`src/rtl/retire_trace_unit_if.sv`:
```
// Retirement trace bus: EX-side instruction info in, retirement/perf/status out.
// The master side (core or bench) drives the i_* signals; the slave side (the trace unit) drives the o_* signals.
interface retire_trace_unit_if #(
  parameter int unsigned CNT_W = 32
);
  logic             i_stall;
  logic             i_ex_vld;
  logic [31:0]      i_ex_pc;
  logic             i_ex_ctrl;
  logic             i_ex_mispred;

  logic             o_insn_vld;
  logic [31:0]      o_pc_debug;
  logic             o_ctrl;
  logic             o_mispred;
  logic [CNT_W-1:0] o_cnt_cycle;
  logic [CNT_W-1:0] o_cnt_insn;
  logic [CNT_W-1:0] o_cnt_ctrl;
  logic [CNT_W-1:0] o_cnt_mispred;
  logic             o_halt;
  logic             o_timeout;

  modport master (
    output i_stall, i_ex_vld, i_ex_pc, i_ex_ctrl, i_ex_mispred,
    input  o_insn_vld, o_pc_debug, o_ctrl, o_mispred,
    input  o_cnt_cycle, o_cnt_insn, o_cnt_ctrl, o_cnt_mispred,
    input  o_halt, o_timeout
  );

  modport slave (
    input  i_stall, i_ex_vld, i_ex_pc, i_ex_ctrl, i_ex_mispred,
    output o_insn_vld, o_pc_debug, o_ctrl, o_mispred,
    output o_cnt_cycle, o_cnt_insn, o_cnt_ctrl, o_cnt_mispred,
    output o_halt, o_timeout
  );
endinterface

```
`src/rtl/retire_trace_unit.sv`:
```
// Debug shadow pipeline from EX to retirement, with saturating perf counters,
// halt-PC detection and a no-retire watchdog.
module retire_trace_unit #(
  parameter int unsigned DEPTH   = 2,
  parameter int unsigned CNT_W   = 32,
  parameter logic [31:0] HALT_PC = 32'h1c,
  parameter int unsigned TIMEOUT = 4096
) (
  input  logic                 i_clk,
  input  logic                 i_reset,
  retire_trace_unit_if.slave   bus
);

  typedef struct packed {
    logic        vld;
    logic [31:0] pc;
    logic        ctrl;
    logic        mispred;
  } stage_t;

  localparam int unsigned SW     = $bits(stage_t);
  localparam int unsigned PIPE_W = DEPTH * SW;
  localparam int unsigned WD_W   = (TIMEOUT > 1) ? $clog2(TIMEOUT) : 1;

  // Stage 0 lives in the low SW bits; the last (retiring) stage in the top SW bits.
  logic [PIPE_W-1:0] pipe_q, pipe_d;
  logic [CNT_W-1:0]  cnt_cycle_q, cnt_cycle_d;
  logic [CNT_W-1:0]  cnt_insn_q, cnt_insn_d;
  logic [CNT_W-1:0]  cnt_ctrl_q, cnt_ctrl_d;
  logic [CNT_W-1:0]  cnt_mispred_q, cnt_mispred_d;
  logic [WD_W-1:0]   wd_q, wd_d;
  logic              halt_q, halt_d;
  logic              timeout_q, timeout_d;

  stage_t ex_entry;
  stage_t last;
  logic   retire;
  logic   live;

  function automatic logic [CNT_W-1:0] sat_inc(input logic [CNT_W-1:0] v, input logic en);
    return (en && (v != '1)) ? v + CNT_W'(1) : v;
  endfunction

  // Mispredict is only meaningful on a valid control instruction.
  always_comb begin
    ex_entry.vld     = bus.i_ex_vld;
    ex_entry.pc      = bus.i_ex_pc;
    ex_entry.ctrl    = bus.i_ex_ctrl & bus.i_ex_vld;
    ex_entry.mispred = bus.i_ex_mispred & bus.i_ex_ctrl & bus.i_ex_vld;
  end

  assign last = pipe_q[PIPE_W-1 -: SW];

  always_comb begin
    pipe_d        = pipe_q;
    cnt_cycle_d   = cnt_cycle_q;
    cnt_insn_d    = cnt_insn_q;
    cnt_ctrl_d    = cnt_ctrl_q;
    cnt_mispred_d = cnt_mispred_q;
    wd_d          = wd_q;
    halt_d        = halt_q;
    timeout_d     = timeout_q;

    live   = ~halt_q & ~timeout_q;
    retire = last.vld & ~bus.i_stall & live;

    // Shift in the new EX entry; the old last stage falls off the top.
    if (!bus.i_stall) begin
      pipe_d = PIPE_W'({pipe_q, ex_entry});
    end

    if (live) begin
      cnt_cycle_d   = sat_inc(cnt_cycle_q, 1'b1);
      cnt_insn_d    = sat_inc(cnt_insn_q, retire);
      cnt_ctrl_d    = sat_inc(cnt_ctrl_q, retire & last.ctrl);
      cnt_mispred_d = sat_inc(cnt_mispred_q, retire & last.mispred);
    end

    if (retire && (last.pc == HALT_PC)) begin
      halt_d = 1'b1;
    end

    // A halt needs a retirement, which also clears the watchdog, so halt beats timeout.
    if (live) begin
      if (retire) begin
        wd_d = '0;
      end else if (wd_q == WD_W'(TIMEOUT - 1)) begin
        timeout_d = 1'b1;
      end else begin
        wd_d = wd_q + WD_W'(1);
      end
    end
  end

  always_ff @(posedge i_clk) begin
    if (!i_reset) begin
      pipe_q        <= '0;
      cnt_cycle_q   <= '0;
      cnt_insn_q    <= '0;
      cnt_ctrl_q    <= '0;
      cnt_mispred_q <= '0;
      wd_q          <= '0;
      halt_q        <= 1'b0;
      timeout_q     <= 1'b0;
    end else begin
      pipe_q        <= pipe_d;
      cnt_cycle_q   <= cnt_cycle_d;
      cnt_insn_q    <= cnt_insn_d;
      cnt_ctrl_q    <= cnt_ctrl_d;
      cnt_mispred_q <= cnt_mispred_d;
      wd_q          <= wd_d;
      halt_q        <= halt_d;
      timeout_q     <= timeout_d;
    end
  end

  assign bus.o_insn_vld    = retire;
  assign bus.o_ctrl        = retire & last.ctrl;
  assign bus.o_mispred     = retire & last.mispred;
  assign bus.o_pc_debug    = last.pc;
  assign bus.o_cnt_cycle   = cnt_cycle_q;
  assign bus.o_cnt_insn    = cnt_insn_q;
  assign bus.o_cnt_ctrl    = cnt_ctrl_q;
  assign bus.o_cnt_mispred = cnt_mispred_q;
  assign bus.o_halt        = halt_q;
  assign bus.o_timeout     = timeout_q;

endmodule
```
`src/flat_wrapper.sv`:
```
// flat-port wrapper written by rule: the top's interface ports become plain ports
module retire_trace_unit_flat 
#(
  parameter int unsigned DEPTH   = 2,
  parameter int unsigned CNT_W   = 32,
  parameter logic [31:0] HALT_PC = 32'h1c,
  parameter int unsigned TIMEOUT = 4096
)
  (i_clk, i_reset, bus_i_stall, bus_i_ex_vld, bus_i_ex_pc, bus_i_ex_ctrl, bus_i_ex_mispred, bus_o_insn_vld, bus_o_pc_debug, bus_o_ctrl, bus_o_mispred, bus_o_cnt_cycle, bus_o_cnt_insn, bus_o_cnt_ctrl, bus_o_cnt_mispred, bus_o_halt, bus_o_timeout);
  retire_trace_unit_if #(.CNT_W(CNT_W)) bus_i ();
  input  logic i_clk;
  input  logic i_reset;
  input wire logic [$bits(bus_i.i_stall)-1:0] bus_i_stall;
  input wire logic [$bits(bus_i.i_ex_vld)-1:0] bus_i_ex_vld;
  input wire logic [$bits(bus_i.i_ex_pc)-1:0] bus_i_ex_pc;
  input wire logic [$bits(bus_i.i_ex_ctrl)-1:0] bus_i_ex_ctrl;
  input wire logic [$bits(bus_i.i_ex_mispred)-1:0] bus_i_ex_mispred;
  output wire logic [$bits(bus_i.o_insn_vld)-1:0] bus_o_insn_vld;
  output wire logic [$bits(bus_i.o_pc_debug)-1:0] bus_o_pc_debug;
  output wire logic [$bits(bus_i.o_ctrl)-1:0] bus_o_ctrl;
  output wire logic [$bits(bus_i.o_mispred)-1:0] bus_o_mispred;
  output wire logic [$bits(bus_i.o_cnt_cycle)-1:0] bus_o_cnt_cycle;
  output wire logic [$bits(bus_i.o_cnt_insn)-1:0] bus_o_cnt_insn;
  output wire logic [$bits(bus_i.o_cnt_ctrl)-1:0] bus_o_cnt_ctrl;
  output wire logic [$bits(bus_i.o_cnt_mispred)-1:0] bus_o_cnt_mispred;
  output wire logic [$bits(bus_i.o_halt)-1:0] bus_o_halt;
  output wire logic [$bits(bus_i.o_timeout)-1:0] bus_o_timeout;
  assign bus_i.i_stall = bus_i_stall;
  assign bus_i.i_ex_vld = bus_i_ex_vld;
  assign bus_i.i_ex_pc = bus_i_ex_pc;
  assign bus_i.i_ex_ctrl = bus_i_ex_ctrl;
  assign bus_i.i_ex_mispred = bus_i_ex_mispred;
  assign bus_o_insn_vld = bus_i.o_insn_vld;
  assign bus_o_pc_debug = bus_i.o_pc_debug;
  assign bus_o_ctrl = bus_i.o_ctrl;
  assign bus_o_mispred = bus_i.o_mispred;
  assign bus_o_cnt_cycle = bus_i.o_cnt_cycle;
  assign bus_o_cnt_insn = bus_i.o_cnt_insn;
  assign bus_o_cnt_ctrl = bus_i.o_cnt_ctrl;
  assign bus_o_cnt_mispred = bus_i.o_cnt_mispred;
  assign bus_o_halt = bus_i.o_halt;
  assign bus_o_timeout = bus_i.o_timeout;
  retire_trace_unit #(.DEPTH(DEPTH), .CNT_W(CNT_W), .HALT_PC(HALT_PC), .TIMEOUT(TIMEOUT)) u_core (.i_clk(i_clk), .i_reset(i_reset), .bus(bus_i));
endmodule
```
`config.mk`:
```
export PLATFORM = sky130hd
export DESIGN_NAME = retire_trace_unit_flat
export DESIGN_NICKNAME = d
export VERILOG_FILES = /design/src/rtl/retire_trace_unit_if.sv /design/src/rtl/retire_trace_unit.sv /design/src/flat_wrapper.sv
export SDC_FILE = /design/constraint.sdc
export NUM_CORES = 1
export LEC_CHECK = 0
export CAP_MARGIN = 15
export CORE_MARGIN = 4
export CORE_UTILIZATION = 35
export CTS_CLUSTER_DIAMETER = 200
export DETAILED_ROUTE_END_ITERATION = 12
export PLACE_DENSITY = 0.68
export SLEW_MARGIN = 15
export SYNTH_ARGS = -nofsm -noshare
export SYNTH_HDL_FRONTEND = slang
export SYNTH_SLANG_ARGS = --single-unit
```
`constraint.sdc`:
```
create_clock -name i_clk -period 7.6 [get_ports i_clk]
set_input_delay 2.28 -clock i_clk [delete_from_list [all_inputs] [get_ports i_clk]]
set_output_delay 2.28 -clock i_clk [all_outputs]
set_load 0.05 [all_outputs]
```
### Word level (Yosys, flattened, before mapping)

Index checks and enable logic that the tools add are counted.

| operators by class | value |
|---|---|
| multiplexer cells | 2 |
| equality and inequality tests | 7 |
| bitwise logic cells | 12 |
| reduce and logical (&&, ||, !) cells | 10 |
| $add $sub $neg | 5 |

Operator list:

| kind | count |
|---|---|
| $add 32x1->32 const B | 4 |
| $ne 32x32->1 const B | 4 |
| $eq 32x5->1 const B | 1 |
| $mux 12 | 2 |
| $add 12x1->12 const B | 1 |
| $eq 12x12->1 const B | 1 |
| $reduce_and 2->1 | 5 |
| $and 1x1->1 | 8 |
| $logic_and 1x1->1 | 4 |
| $not 1->1 | 4 |
| $reduce_and 3->1 | 1 |
| $ne 2x2->1 const B | 1 |

| storage, ports and cells | value |
|---|---|
| logic and storage cells | 44 |
| output and inout bits | 165 |
| register bits | 212 |
| input bits | 38 |

### Logic depth before layout (Yosys ltp)

Gate-level depths: netlist (run 1).

| logic depth | value |
|---|---|
| depth in word-level cells | 6 |
| depth in mapped cells | 8 |

### Worst setup path after synthesis (run 1)

Ideal clock, no wire load.

| timing path | value |
|---|---|
| path kind | input -> output |
| start point | input bus_i_stall |
| end point | output bus_o_mispred |
| arrival time | 3.774 ns |
| stages on the path | 3 |
| setup slack | 1.546 ns |
| data required time | 5.320 ns |
| path through | or4b_4 clkbuf_1 nor2_1 |

| between the ends | value |
|---|---|
| longest elaborated chain between the ends | 4 |

Ends and longest elaborated chain:

| item | RTL line | RTL |
|---|---|---|
| from (decl) | flat_wrapper.sv:13 | `input wire logic [$bits(bus_i.i_stall)-1:0] bus_i_stall;` |
| $not 1->1 | retire_trace_unit.sv:65 | `retire = last.vld & ~bus.i_stall & live;` |
| $and 1x1->1 (2 in series) | retire_trace_unit.sv:65 |  |
| $and 1x1->1 | retire_trace_unit.sv:119 | `assign bus.o_mispred = retire & last.mispred;` |
| to (decl) | flat_wrapper.sv:21 | `output wire logic [$bits(bus_i.o_mispred)-1:0] bus_o_mispred;` |

Every way passes these cells.

### Worst setup path in the final report (run 1)

| timing path | value |
|---|---|
| start point | input bus_i_stall |
| end point | output bus_o_insn_vld |

| between the ends | value |
|---|---|
| longest elaborated chain between the ends | 3 |

Ends and longest elaborated chain:

| item | RTL line | RTL |
|---|---|---|
| $not 1->1 | retire_trace_unit.sv:65 |  |
| $and 1x1->1 (2 in series) | retire_trace_unit.sv:65 |  |
| to (decl) | flat_wrapper.sv:18 | `output wire logic [$bits(bus_i.o_insn_vld)-1:0] bus_o_insn_vld;` |

Every way passes these cells.

==> run_summary.xml, run 1 <==
<?xml version="1.0" encoding="UTF-8"?>
<metrics>
  <group name="floorplan">
    <metric name="design.die.area" unit="um^2">31000</metric>
    <metric name="die_height" unit="um">176</metric>
    <metric name="io_pins" unit="">203</metric>
    <metric name="die_x" unit="um">176</metric>
    <metric name="start_util" unit="%">35.5</metric>
    <metric name="floorplan_core_area" unit="um^2">27900</metric>
    <metric name="rows" unit="">61</metric>
  </group>
  <group name="worst_setup_path">
    <metric name="worst_path_largest_cell_delay" unit="ns">0.87</metric>
    <metric name="regToRegSetupSlack" unit="ns">4.69</metric>
    <metric name="worstSetupStartpointType" unit="">input port</metric>
    <metric name="crit_path_top_delay_cell" unit="">sky130_fd_sc_hd__clkdlybuf4s50_1</metric>
    <metric name="cp_max_fo" unit="">13</metric>
    <metric name="critPathArrivalTime" unit="ns">4.17</metric>
    <metric name="worstPathRequired" unit="ns">5.32</metric>
    <metric name="timing.rr.start" unit="">u_core.bus.o_halt</metric>
    <metric name="reg2reg_depth" unit="">5</metric>
    <metric name="worstSetupPathType" unit="">input port to output pin</metric>
    <metric name="critical_path.cell_chain" unit="">buf_4, or4b_4, clkinv_1, clkdlybuf4s50_1</metric>
    <metric name="worstReg2RegEnd" unit="">u_core.bus.o_cnt_mispred[31]</metric>
    <metric name="end_kind" unit="">output pin</metric>
  </group>
  <group name="layout">
    <metric name="final_cells" unit="">1693</metric>
    <metric name="design.final.nets" unit="">1341</metric>
    <metric name="finish.instance_area" unit="um^2">12800</metric>
    <metric name="fillCellCount" unit="">2683</metric>
    <metric name="leading_cell_type_in_the_layout_fill_and_taps_excluded" unit="">sky130_fd_sc_hd__dfxtp_1</metric>
    <metric name="most-common-layout-cells" unit="">sky130_fd_sc_hd__dfxtp_1 (212), sky130_fd_sc_hd__clkdlybuf4s50_1 (199), sky130_fd_sc_hd__nor2_1 (127)</metric>
    <metric name="drive_above_1_share" unit="%">4.33</metric>
    <metric name="fin_util" unit="%">46.1</metric>
    <metric name="area.growth.synth_to_final" unit="%">29.7</metric>
    <metric name="antenna_cell_count" unit="">0</metric>
  </group>
  <group name="cts">
    <metric name="cts_repair_resize_count" unit="">0</metric>
    <metric name="post_cts.repair.setup_buffers" unit="">0</metric>
    <metric name="clock_insertion_delay_worst_skew" unit="ns">0.52</metric>
    <metric name="tritoncts_clock_tree" unit="">built</metric>
    <metric name="cts.hold.buffers_added" unit="">0</metric>
    <metric name="clockBufferDepth" unit="">3</metric>
    <metric name="path_clk_slew" unit="ns">0.06</metric>
    <metric name="root_buffer" unit="">sky130_fd_sc_hd__clkbuf_16</metric>
    <metric name="numCtsBuffers" unit="">25</metric>
    <metric name="h-tree-depth" unit="">1</metric>
    <metric name="tritoncts_num_sinks" unit="">212</metric>
  </group>
  <group name="hold_path">
    <metric name="worst_hold_start" unit="">u_core.pipe_q[0]</metric>
    <metric name="timing.hold.worst_path_depth" unit="">2</metric>
    <metric name="worst_hold_path.endpoint" unit="">u_core.pipe_q[0]</metric>
    <metric name="hold_class" unit="">flop to flop</metric>
  </group>
  <group name="sta">
    <metric name="fmax" unit="MHz">155</metric>
    <metric name="period_minus_slack" unit="ns">6.45</metric>
    <metric name="final.setup.tns" unit="ns">0</metric>
    <metric name="max_slew.worst_pin.slew" unit="ns">1.13</metric>
    <metric name="setup_viol" unit="">0</metric>
    <metric name="slew_viol_final" unit="">0</metric>
    <metric name="hold_violations" unit="">0</metric>
    <metric name="final.hold.worst_slack" unit="ns">0.488</metric>
    <metric name="rsz0062_at_grt" unit="">false</metric>
    <metric name="portion_of_the_clock_cycle_consumed_by_the_worst_path_in_the_final_layout" unit="%">84.8</metric>
    <metric name="final.setup_skew" unit="ns">0.0185</metric>
    <metric name="final_critical_path_setup_slack" unit="ns">1.15</metric>
    <metric name="slew-limit-headroom" unit="%">25.0</metric>
  </group>
  <group name="grt">
    <metric name="vias_in_the_first_global_route" unit="">8454</metric>
    <metric name="grt_most_used_layer" unit="">met2</metric>
    <metric name="wire_length_of_the_first_global_routing_pass" unit="um">42800</metric>
    <metric name="gr-usage-met1" unit="%">21.5</metric>
    <metric name="globalRouteOverflowTotal" unit="">0</metric>
    <metric name="antenna_found_initial" unit="">0</metric>
    <metric name="globalRouteTotalUtil" unit="%">16.2</metric>
    <metric name="grt_start_max_net_pins" unit="">122</metric>
    <metric name="grt.met3_usage" unit="%">5.22</metric>
    <metric name="globalRouteMet2Util" unit="%">26.0</metric>
  </group>
  <group name="power">
    <metric name="switching_share" unit="%">22.3</metric>
    <metric name="total_switching_power" unit="mW">0.563</metric>
    <metric name="power.combinational.fraction" unit="%">5.4</metric>
    <metric name="pwr-share-seq" unit="%">45.5</metric>
    <metric name="power" unit="mW">2.52</metric>
    <metric name="vdd_ir_max" unit="mV">0.198</metric>
    <metric name="pwrdens" unit="nW/um^2">196</metric>
    <metric name="clock_power_share" unit="%">49.2</metric>
    <metric name="p_int" unit="mW">1.96</metric>
    <metric name="power.leakage" unit="nW">4.25</metric>
  </group>
  <group name="placement">
    <metric name="postPlaceCellArea" unit="um^2">12000</metric>
    <metric name="place_inst" unit="">1649</metric>
    <metric name="port-buffer-count" unit="">202</metric>
    <metric name="gp_congestion" unit="">0.807</metric>
    <metric name="place_hpwl" unit="um">18200</metric>
    <metric name="dpl_worst_slack" unit="ns">1.16</metric>
  </group>
  <group name="synth">
    <metric name="synth_top_area_cell" unit="">sky130_fd_sc_hd__dfxtp_1</metric>
    <metric name="netlist_instances" unit="">1148</metric>
    <metric name="yosysSeqAreaShare" unit="%">42.9</metric>
    <metric name="synthesis.yosys.warnings" unit="">0</metric>
    <metric name="synth_top_cells_by_area" unit="">sky130_fd_sc_hd__dfxtp_1 (43%), sky130_fd_sc_hd__mux2i_1 (8.1%), sky130_fd_sc_hd__nor2_1 (4.8%)</metric>
    <metric name="synth_enable_flop_cells" unit="">0</metric>
    <metric name="netlist_cell_types" unit="">57</metric>
    <metric name="syn_avg_cell_area" unit="um^2">8.62</metric>
    <metric name="async_reset_ff_share" unit="%">0</metric>
    <metric name="netlist_area" unit="um^2">9890</metric>
    <metric name="synth-seq-cells" unit="">212</metric>
    <metric name="syn_nets" unit="">1191</metric>
    <metric name="synth_top_area_share" unit="%">42.9</metric>
    <metric name="synth_top_flop_cell" unit="">sky130_fd_sc_hd__dfxtp_1</metric>
  </group>
  <group name="drt">
    <metric name="wire_length_reported_by_the_detailed_router" unit="um">26300</metric>
    <metric name="drt_first_pass_iters" unit="">5</metric>
    <metric name="drtAntennaViolNets" unit="">0</metric>
    <metric name="drt_drc_violations_left" unit="">0</metric>
    <metric name="num_vias" unit="">9198</metric>
    <metric name="dr.first_iter.drc_count" unit="">619</metric>
    <metric name="detail_route.vias_per_cell" unit="">5.43</metric>
    <metric name="wl_per_cell" unit="um">15.5</metric>
  </group>
  <group name="flow_run">
    <metric name="cap_violations" unit="">0</metric>
  </group>
  <group name="run_status">
    <metric name="outcome" unit="">finished, final reports clean</metric>
  </group>
</metrics>
-- cell usage after synthesis (all sizes together), types with 4 or more instances --
cell type  instances
nor3              15
xnor2             12
o41ai              7
nand2b            14
a31oi              5
and3              11
or2                4
nor2             127
o2111ai            5
xor2              12
a21oi             88
mux2i             80
buf               40
or4               42
ha                 5
dfxtp            212
clkbuf            42
o211ai            10
nor4              19
or3               51
nand3             52
and4              15
nand2             79
nand4             43
o311ai            10
inv               23
o21ai             54
and2               4
o31ai             37
-- kinds of logic (layout without fill, tap and decap cells) --
group                    count (synthesis)  in the layout  synth area share, %
AND/OR/NAND/NOR                        486            486                 26.2
AO/OA/AOI/OAI                          234            234                 14.7
flip-flops                             212            212                 42.9
buffers and inverters                  107            274                 5.36
multiplexers                            80             80                 8.10
XOR/XNOR                                24             24                 2.12
adder cells (fa/ha/maj)                  5              5                0.632
-- layout make-up --
type	count	area, um^2	share of cell area, %
flip-flops and latches	212	4240	33.1
repair buffers	205	2050	16.0
well taps	378	473	3.69
clock buffers	38	744	5.80
multi-input cells	829	5120	39.9
inverters	25	98.8	0.770
clock inverters	6	105	0.819
-- layer usage --
layer	vias to the layer above	share of wire, %
met5	-	0
li1	4541	-
met1	4371	45
met4	0	2.0
met3	36	8.6
met2	250	45
-- critical path: cells and delay by family --
kind                   cells  cell delay (ns)
buffers and inverters      3             1.20
AND/OR/NAND/NOR            1             0.68
-- worst max path at each step --
stage                     end   startpoint  depth (start not counted)  slack, ns
2_1_floorplan   bus_o_mispred  bus_i_stall                          3       1.55
3_3_place_gp    bus_o_mispred  bus_i_stall                          4       1.17
3_5_place_dp   bus_o_insn_vld  bus_i_stall                          4       1.16
4_1_cts        bus_o_insn_vld  bus_i_stall                          4       1.16
5_1_grt        bus_o_insn_vld  bus_i_stall                          4       1.12
6_report       bus_o_insn_vld  bus_i_stall                          4       1.15
-- state kept, by name, indices dropped and copies added (netlist names) --
name,flops
u_core.bus.o_cnt_insn,32
u_core.bus.o_cnt_cycle,32
u_core.pipe_q,70
u_core.wd_q,12
u_core.bus.o_cnt_mispred,32
u_core.bus.o_timeout,1
u_core.bus.o_cnt_ctrl,32
u_core.bus.o_halt,1
-- power by group through the flow --
| stage | clock [mW] | combinational [mW] | sequential [mW] |
|---|---|---|---|
| 2_1_floorplan | 0 | 0.0907 | 1.17 |
| 3_3_place_gp | 0 | 0.136 | 1.17 |
| 3_5_place_dp | 0 | 0.137 | 1.17 |
| 4_1_cts | 1.28 | 0.138 | 1.15 |
| 5_1_grt | 1.32 | 0.148 | 1.15 |
| 6_report | 1.24 | 0.136 | 1.15 |
(Power assumes the default switching activity.)
==> run 2: changes to the inputs <==
--- a/config.mk
+++ b/config.mk
@@ -10,7 +10,7 @@
 export CORE_UTILIZATION = 35
 export CTS_CLUSTER_DIAMETER = 200
 export DETAILED_ROUTE_END_ITERATION = 12
-export PLACE_DENSITY = 0.68
+export PLACE_DENSITY = 0.7
 export SLEW_MARGIN = 15
 export SYNTH_ARGS = -nofsm -noshare
 export SYNTH_HDL_FRONTEND = slang
==> constraint.sdc (replaced) <==
create_clock -name i_clk -period 5.7 [get_ports i_clk]
set_input_delay 1.71 -clock i_clk [delete_from_list [all_inputs] [get_ports i_clk]]
set_output_delay 1.71 -clock i_clk [all_outputs]
set_load 0.05 [all_outputs]
==> run 2 against run 1 <==
  * Clock power grew 25%
  * Design area shrank 0.34%
  * Final cell count grew 0.24%
  * First-iteration DRC count shrank 9.0%
  * Sequential power grew 33%
  * Clock skew shrank 0.011 ns
==> run_summary.xml, run 2 (synthesis results as in run 1) <==
<?xml version="1.0" encoding="UTF-8"?>
<metrics>
  <group name="drt">
    <metric name="drtAntennaViolNets" unit="">0</metric>
    <metric name="drt_drc_violations_left" unit="">0</metric>
    <metric name="wire_length_reported_by_the_detailed_router" unit="um">26300</metric>
    <metric name="drt_first_pass_iters" unit="">5</metric>
    <metric name="detail_route.vias_per_cell" unit="">5.38</metric>
    <metric name="wl_per_cell" unit="um">15.5</metric>
    <metric name="num_vias" unit="">9137</metric>
    <metric name="dr.first_iter.drc_count" unit="">563</metric>
  </group>
  <group name="sta">
    <metric name="portion_of_the_clock_cycle_consumed_by_the_worst_path_in_the_final_layout" unit="%">91.5</metric>
    <metric name="setup_viol" unit="">0</metric>
    <metric name="fmax" unit="MHz">192</metric>
    <metric name="slew_viol_final" unit="">0</metric>
    <metric name="rsz0062_at_grt" unit="">false</metric>
    <metric name="final_critical_path_setup_slack" unit="ns">0.483</metric>
    <metric name="hold_violations" unit="">0</metric>
    <metric name="final.setup.tns" unit="ns">0</metric>
    <metric name="slew-limit-headroom" unit="%">31.7</metric>
    <metric name="period_minus_slack" unit="ns">5.22</metric>
    <metric name="final.setup_skew" unit="ns">0.00747</metric>
    <metric name="max_slew.worst_pin.slew" unit="ns">1.02</metric>
    <metric name="final.hold.worst_slack" unit="ns">0.491</metric>
  </group>
  <group name="grt">
    <metric name="vias_in_the_first_global_route" unit="">8551</metric>
    <metric name="wire_length_of_the_first_global_routing_pass" unit="um">43400</metric>
    <metric name="antenna_found_initial" unit="">0</metric>
    <metric name="globalRouteTotalUtil" unit="%">16.4</metric>
    <metric name="globalRouteOverflowTotal" unit="">0</metric>
    <metric name="grt_start_max_net_pins" unit="">118</metric>
  </group>
  <group name="layout">
    <metric name="area.growth.synth_to_final" unit="%">29.3</metric>
    <metric name="ff_latch_area" unit="um^2">4240</metric>
    <metric name="fin_util" unit="%">45.9</metric>
    <metric name="largest-register" unit="">u_core.pipe_q</metric>
    <metric name="fillCellCount" unit="">2669</metric>
    <metric name="drive_above_1_share" unit="%">4.62</metric>
    <metric name="design.final.nets" unit="">1343</metric>
    <metric name="leading_cell_type_in_the_layout_fill_and_taps_excluded" unit="">sky130_fd_sc_hd__dfxtp_1</metric>
    <metric name="final_cells" unit="">1697</metric>
    <metric name="multi_input_area" unit="um^2">5120</metric>
    <metric name="antenna_cell_count" unit="">0</metric>
    <metric name="finish.instance_area" unit="um^2">12800</metric>
    <metric name="most-common-layout-cells" unit="">sky130_fd_sc_hd__dfxtp_1 (212), sky130_fd_sc_hd__clkdlybuf4s50_1 (197), sky130_fd_sc_hd__nor2_1 (127)</metric>
    <metric name="largest_register_ffs" unit="">70</metric>
  </group>
  <group name="power">
    <metric name="vdd_ir_max" unit="mV">0.191</metric>
    <metric name="power" unit="mW">3.25</metric>
    <metric name="power.leakage" unit="nW">4.23</metric>
    <metric name="pwrdens" unit="nW/um^2">254</metric>
  </group>
  <group name="run_status">
    <metric name="outcome" unit="">finished, final reports clean</metric>
  </group>
  <group name="cts">
    <metric name="tritoncts_num_sinks" unit="">212</metric>
    <metric name="clockBufferDepth" unit="">3</metric>
    <metric name="h-tree-depth" unit="">1</metric>
    <metric name="numCtsBuffers" unit="">25</metric>
    <metric name="cts.hold.buffers_added" unit="">0</metric>
    <metric name="clock_insertion_delay_worst_skew" unit="ns">0.52</metric>
    <metric name="cts_repair_resize_count" unit="">0</metric>
    <metric name="tritoncts_clock_tree" unit="">built</metric>
    <metric name="post_cts.repair.setup_buffers" unit="">0</metric>
    <metric name="root_buffer" unit="">sky130_fd_sc_hd__clkbuf_16</metric>
    <metric name="path_clk_slew" unit="ns">0.06</metric>
  </group>
  <group name="placement">
    <metric name="port-buffer-count" unit="">202</metric>
    <metric name="place_inst" unit="">1651</metric>
    <metric name="dpl_worst_slack" unit="ns">0.466</metric>
    <metric name="place_hpwl" unit="um">18300</metric>
    <metric name="gp_congestion" unit="">0.827</metric>
    <metric name="postPlaceCellArea" unit="um^2">12000</metric>
  </group>
  <group name="hold_path">
    <metric name="hold_class" unit="">flop to flop</metric>
  </group>
  <group name="floorplan">
    <metric name="die_x" unit="um">176</metric>
    <metric name="floorplan_core_area" unit="um^2">27900</metric>
    <metric name="design.die.area" unit="um^2">31000</metric>
    <metric name="io_pins" unit="">203</metric>
    <metric name="rows" unit="">61</metric>
    <metric name="start_util" unit="%">35.5</metric>
    <metric name="die_height" unit="um">176</metric>
  </group>
  <group name="worst_setup_path">
    <metric name="worstSetupPathType" unit="">input port to output pin</metric>
    <metric name="end_kind" unit="">output pin</metric>
    <metric name="cp_max_fo" unit="">14</metric>
    <metric name="worstSetupStartpointType" unit="">input port</metric>
    <metric name="worstPathRequired" unit="ns">3.99</metric>
    <metric name="critPathArrivalTime" unit="ns">3.51</metric>
  </group>
  <group name="flow_run">
    <metric name="cap_violations" unit="">0</metric>
  </group>
</metrics>
## run 2: cell count changes in the layout (fill, tap and decap cells not counted)
cell	previous run	this run
sky130_fd_sc_hd__inv_6	1	2
sky130_fd_sc_hd__clkinvlp_4	0	1
sky130_fd_sc_hd__buf_4	4	8
sky130_fd_sc_hd__bufinv_16	3	1
sky130_fd_sc_hd__clkinv_2	3	5
sky130_fd_sc_hd__clkbuf_8	7	5
sky130_fd_sc_hd__clkbuf_1	6	8
sky130_fd_sc_hd__clkdlybuf4s50_1	199	197
## run 2: final timing paths
kind | from | endpoint | slack (ns) | cells after the start
setup reg to reg | u_core.bus.o_halt | u_core.bus.o_cnt_ctrl[25] | 2.79 | 7
hold reg to reg | u_core.pipe_q[10] | u_core.pipe_q[45] | 0.49 | 2
setup / recovery | bus_i_stall | bus_o_ctrl | 0.48 | 6
hold / removal | u_core.pipe_q[10] | u_core.pipe_q[45] | 0.49 | 2
## run 2: report_power, final
part	internal (mW)	leakage, nW	switching [mW]
Clock	0.920	0.392	0.625
Combinational	0.0733	2.12	0.106
Sequential	1.51	1.72	0.0203
## run 2: final cells by class
cell class / instances / share of cell area [%]
multi-input cells: 829 / 40.0
repair buffers: 207 / 16.1
inverters: 25 / 0.773
well taps: 378 / 3.70
flip-flops and latches: 212 / 33.2
clock inverters: 8 / 0.558
clock buffers: 38 / 5.67
## run 2: layer usage
| layer | vias to the layer above | part of all wire [%] | GRT usage [%] |
|---|---|---|---|
| met2 | 281 | 45 | 26.3 |
| met1 | 4272 | 44 | 21.6 |
| met4 | 0 | 2.0 | 3.77 |
| li1 | 4543 | - | - |
| met5 | - | 0 | 0 |
| met3 | 41 | 8.8 | 5.16 |
## run 2: critical path: stages
cell and delay, ns:
sky130_fd_sc_hd__buf_4 0.11, sky130_fd_sc_hd__or4b_4 0.67, sky130_fd_sc_hd__clkinv_1 0.22, sky130_fd_sc_hd__nand2_1 0.30, sky130_fd_sc_hd__inv_1 0.30, sky130_fd_sc_hd__buf_12 0.17
==> run 3: changes to the inputs <==
--- a/config.mk
+++ b/config.mk
@@ -5,12 +5,13 @@
 export SDC_FILE = /design/constraint.sdc
 export NUM_CORES = 1
 export LEC_CHECK = 0
+export ABC_AREA = 1
 export CAP_MARGIN = 15
 export CORE_MARGIN = 4
-export CORE_UTILIZATION = 35
+export CORE_UTILIZATION = 48
 export CTS_CLUSTER_DIAMETER = 200
 export DETAILED_ROUTE_END_ITERATION = 12
-export PLACE_DENSITY = 0.7
+export PLACE_DENSITY = 0.87
 export SLEW_MARGIN = 15
 export SYNTH_ARGS = -nofsm -noshare
 export SYNTH_HDL_FRONTEND = slang
==> run 3 against run 2 <==
  * Combinational power up 40%
  * Critical path type unchanged
  * Flip-flop and latch count unchanged
  * Critical path depth down 1
  * Worst setup slack better by 0.61 ns
  * Design area up 11%
  * Wire length up 18%
  * Global-route usage up 6.5 points
  * Clock power up 5%
  * Largest power group unchanged
==> run_summary.xml, run 3 <==
<?xml version="1.0" encoding="UTF-8"?>
<metrics>
  <group name="run_status">
    <metric name="outcome" unit="">finished, final reports clean</metric>
  </group>
  <group name="sta">
    <metric name="slew-limit-headroom" unit="%">39.8</metric>
    <metric name="setup_viol" unit="">0</metric>
    <metric name="period_minus_slack" unit="ns">4.61</metric>
    <metric name="final.setup_skew" unit="ns">0.0186</metric>
    <metric name="hold_violations" unit="">0</metric>
    <metric name="final.hold.worst_slack" unit="ns">0.456</metric>
    <metric name="portion_of_the_clock_cycle_consumed_by_the_worst_path_in_the_final_layout" unit="%">80.8</metric>
    <metric name="final.setup.tns" unit="ns">0</metric>
    <metric name="rsz0062_at_grt" unit="">false</metric>
    <metric name="max_slew.worst_pin.slew" unit="ns">0.903</metric>
    <metric name="slew_viol_final" unit="">0</metric>
    <metric name="fmax" unit="MHz">217</metric>
    <metric name="final_critical_path_setup_slack" unit="ns">1.09</metric>
  </group>
  <group name="layout">
    <metric name="antenna_cell_count" unit="">0</metric>
    <metric name="area.growth.synth_to_final" unit="%">23.7</metric>
    <metric name="largest_register_ffs" unit="">70</metric>
    <metric name="drive_above_1_share" unit="%">4.62</metric>
    <metric name="fillCellCount" unit="">2183</metric>
    <metric name="multi_input_area" unit="um^2">6010</metric>
    <metric name="leading_cell_type_in_the_layout_fill_and_taps_excluded" unit="">sky130_fd_sc_hd__nand2_1</metric>
    <metric name="most-common-layout-cells" unit="">sky130_fd_sc_hd__nand2_1 (508), sky130_fd_sc_hd__nor2_1 (362), sky130_fd_sc_hd__dfxtp_1 (212)</metric>
    <metric name="ff_latch_area" unit="um^2">4240</metric>
    <metric name="largest-register" unit="">u_core.pipe_q</metric>
    <metric name="design.final.nets" unit="">1979</metric>
  </group>
  <group name="synth">
    <metric name="synth_top_cells_by_area" unit="">sky130_fd_sc_hd__dfxtp_1 (37%), sky130_fd_sc_hd__nand2_1 (17%), sky130_fd_sc_hd__nor2_1 (12%)</metric>
    <metric name="async_reset_ff_share" unit="%">0</metric>
    <metric name="syn_nets" unit="">1840</metric>
    <metric name="synth_top_area_cell" unit="">sky130_fd_sc_hd__dfxtp_1</metric>
    <metric name="syn_avg_cell_area" unit="um^2">6.36</metric>
    <metric name="synthesis.yosys.warnings" unit="">0</metric>
    <metric name="netlist_instances" unit="">1797</metric>
    <metric name="yosysSeqAreaShare" unit="%">37.1</metric>
    <metric name="synth_top_flop_cell" unit="">sky130_fd_sc_hd__dfxtp_1</metric>
    <metric name="synth_enable_flop_cells" unit="">0</metric>
    <metric name="synth_top_cells_by_count" unit="">sky130_fd_sc_hd__nand2_1 (508), sky130_fd_sc_hd__nor2_1 (362), sky130_fd_sc_hd__dfxtp_1 (212)</metric>
    <metric name="netlist_area" unit="um^2">11400</metric>
    <metric name="synth_most_common_cell" unit="">sky130_fd_sc_hd__nand2_1</metric>
    <metric name="netlist_cell_types" unit="">29</metric>
    <metric name="synth-seq-cells" unit="">212</metric>
    <metric name="synth_top_area_share" unit="%">37.1</metric>
  </group>
  <group name="cts">
    <metric name="clockBufferDepth" unit="">3</metric>
    <metric name="tritoncts_num_sinks" unit="">212</metric>
    <metric name="cts.hold.buffers_added" unit="">0</metric>
    <metric name="root_buffer" unit="">sky130_fd_sc_hd__clkbuf_16</metric>
    <metric name="clock_insertion_delay_worst_skew" unit="ns">0.52</metric>
    <metric name="h-tree-depth" unit="">1</metric>
    <metric name="tritoncts_clock_tree" unit="">built</metric>
    <metric name="numCtsBuffers" unit="">24</metric>
    <metric name="post_cts.repair.setup_buffers" unit="">0</metric>
    <metric name="path_clk_slew" unit="ns">0.06</metric>
    <metric name="cts_repair_resize_count" unit="">0</metric>
  </group>
  <group name="grt">
    <metric name="globalRouteOverflowTotal" unit="">0</metric>
    <metric name="globalRouteTotalUtil" unit="%">22.9</metric>
    <metric name="antenna_found_initial" unit="">0</metric>
    <metric name="wire_length_of_the_first_global_routing_pass" unit="um">51300</metric>
    <metric name="vias_in_the_first_global_route" unit="">10700</metric>
    <metric name="grt_start_max_net_pins" unit="">104</metric>
  </group>
  <group name="drt">
    <metric name="drtAntennaViolNets" unit="">0</metric>
    <metric name="detail_route.vias_per_cell" unit="">5.11</metric>
    <metric name="num_vias" unit="">11600</metric>
    <metric name="wire_length_reported_by_the_detailed_router" unit="um">31100</metric>
    <metric name="wl_per_cell" unit="um">13.7</metric>
    <metric name="dr.first_iter.drc_count" unit="">752</metric>
    <metric name="drt_first_pass_iters" unit="">5</metric>
    <metric name="drt_drc_violations_left" unit="">0</metric>
  </group>
  <group name="floorplan">
    <metric name="design.die.area" unit="um^2">26300</metric>
    <metric name="die_height" unit="um">162</metric>
    <metric name="die_x" unit="um">162</metric>
    <metric name="floorplan_core_area" unit="um^2">23500</metric>
    <metric name="io_pins" unit="">203</metric>
    <metric name="start_util" unit="%">48.7</metric>
    <metric name="rows" unit="">56</metric>
  </group>
  <group name="power">
    <metric name="pwrdens" unit="nW/um^2">241</metric>
    <metric name="vdd_ir_max" unit="mV">0.253</metric>
    <metric name="power.leakage" unit="nW">5.05</metric>
  </group>
  <group name="hold_path">
    <metric name="hold_class" unit="">flop to flop</metric>
  </group>
  <group name="placement">
    <metric name="port-buffer-count" unit="">202</metric>
    <metric name="dpl_worst_slack" unit="ns">1.09</metric>
    <metric name="gp_congestion" unit="">0.957</metric>
    <metric name="place_hpwl" unit="um">22400</metric>
  </group>
  <group name="worst_setup_path">
    <metric name="critPathArrivalTime" unit="ns">2.90</metric>
    <metric name="end_kind" unit="">output pin</metric>
    <metric name="worstPathRequired" unit="ns">3.99</metric>
    <metric name="worstSetupStartpointType" unit="">input port</metric>
    <metric name="worstSetupPathType" unit="">input port to output pin</metric>
    <metric name="cp_max_fo" unit="">14</metric>
  </group>
  <group name="flow_run">
    <metric name="cap_violations" unit="">0</metric>
  </group>
</metrics>
[run 3: worst paths after layout]
path	from	end	slack, ns	cells past startpoint
min reg2reg	u_core.pipe_q[34]	u_core.pipe_q[34]	0.46	2
max reg2reg	u_core.bus.o_timeout	u_core.bus.o_cnt_insn[3]	3.25	10
max	bus_i_stall	bus_o_mispred	1.09	5
min	u_core.pipe_q[34]	u_core.pipe_q[34]	0.46	2
[run 3: area by class of cell]
type | instances | share of cell area (%)
Multi-Input combinational cell | 1332 | 42.5
Sequential cell | 212 | 30.0
Timing Repair Buffer | 206 | 14.6
Clock buffer | 34 | 5.09
Inverter | 160 | 4.25
Tap cell | 319 | 2.82
Clock inverter | 6 | 0.770
[run 3: cell families (layout without fill, tap and decap cells)]
family	Yosys count	count (layout)	share of synthesized area [%]
adders and majority gates	5	5	0.547
DFF	212	212	37.1
buffers and inverters	253	406	10.3
AOI/OAI and AO/OA	227	227	9.94
and+or+nand+nor	1052	1052	38.4
xor gates and xnor gates	48	48	3.68
[run 3: routing by layer]
metal | part of all wire, % | vias to the layer above | track usage (%)
met5 | 0 | - | 0
met4 | 2.3 | 0 | 6.23
met3 | 7.6 | 64 | 4.16
met2 | 47 | 395 | 39.0
met1 | 43 | 5224 | 29.9
li1 | - | 5918 | -
[run 3: critical path, cell delays in order]
cell	delay [ns]
sky130_fd_sc_hd__buf_2	0.12
sky130_fd_sc_hd__nor2_1	0.21
sky130_fd_sc_hd__nand2_2	0.18
sky130_fd_sc_hd__nor2_4	0.38
sky130_fd_sc_hd__buf_4	0.28
[run 3: per-stage QoR]
stage	instances	instance area, um^2	power, mW	utilization, %
after floorplan	1797	11400	1.76	-
after global placement	2229	13300	1.82	56.7
after detailed placement	2229	13300	1.83	56.7
after CTS	2269	14100	3.46	60.3
after global routing	2269	14100	3.54	60.3
final	2269	14100	3.41	60.3
[run 3: report_power, final]
part	switching, mW	internal [mW]	leakage, nW
Sequential	0.0224	1.52	1.72
Combinational	0.164	0.0869	2.92
Clock	0.615	1.01	0.410
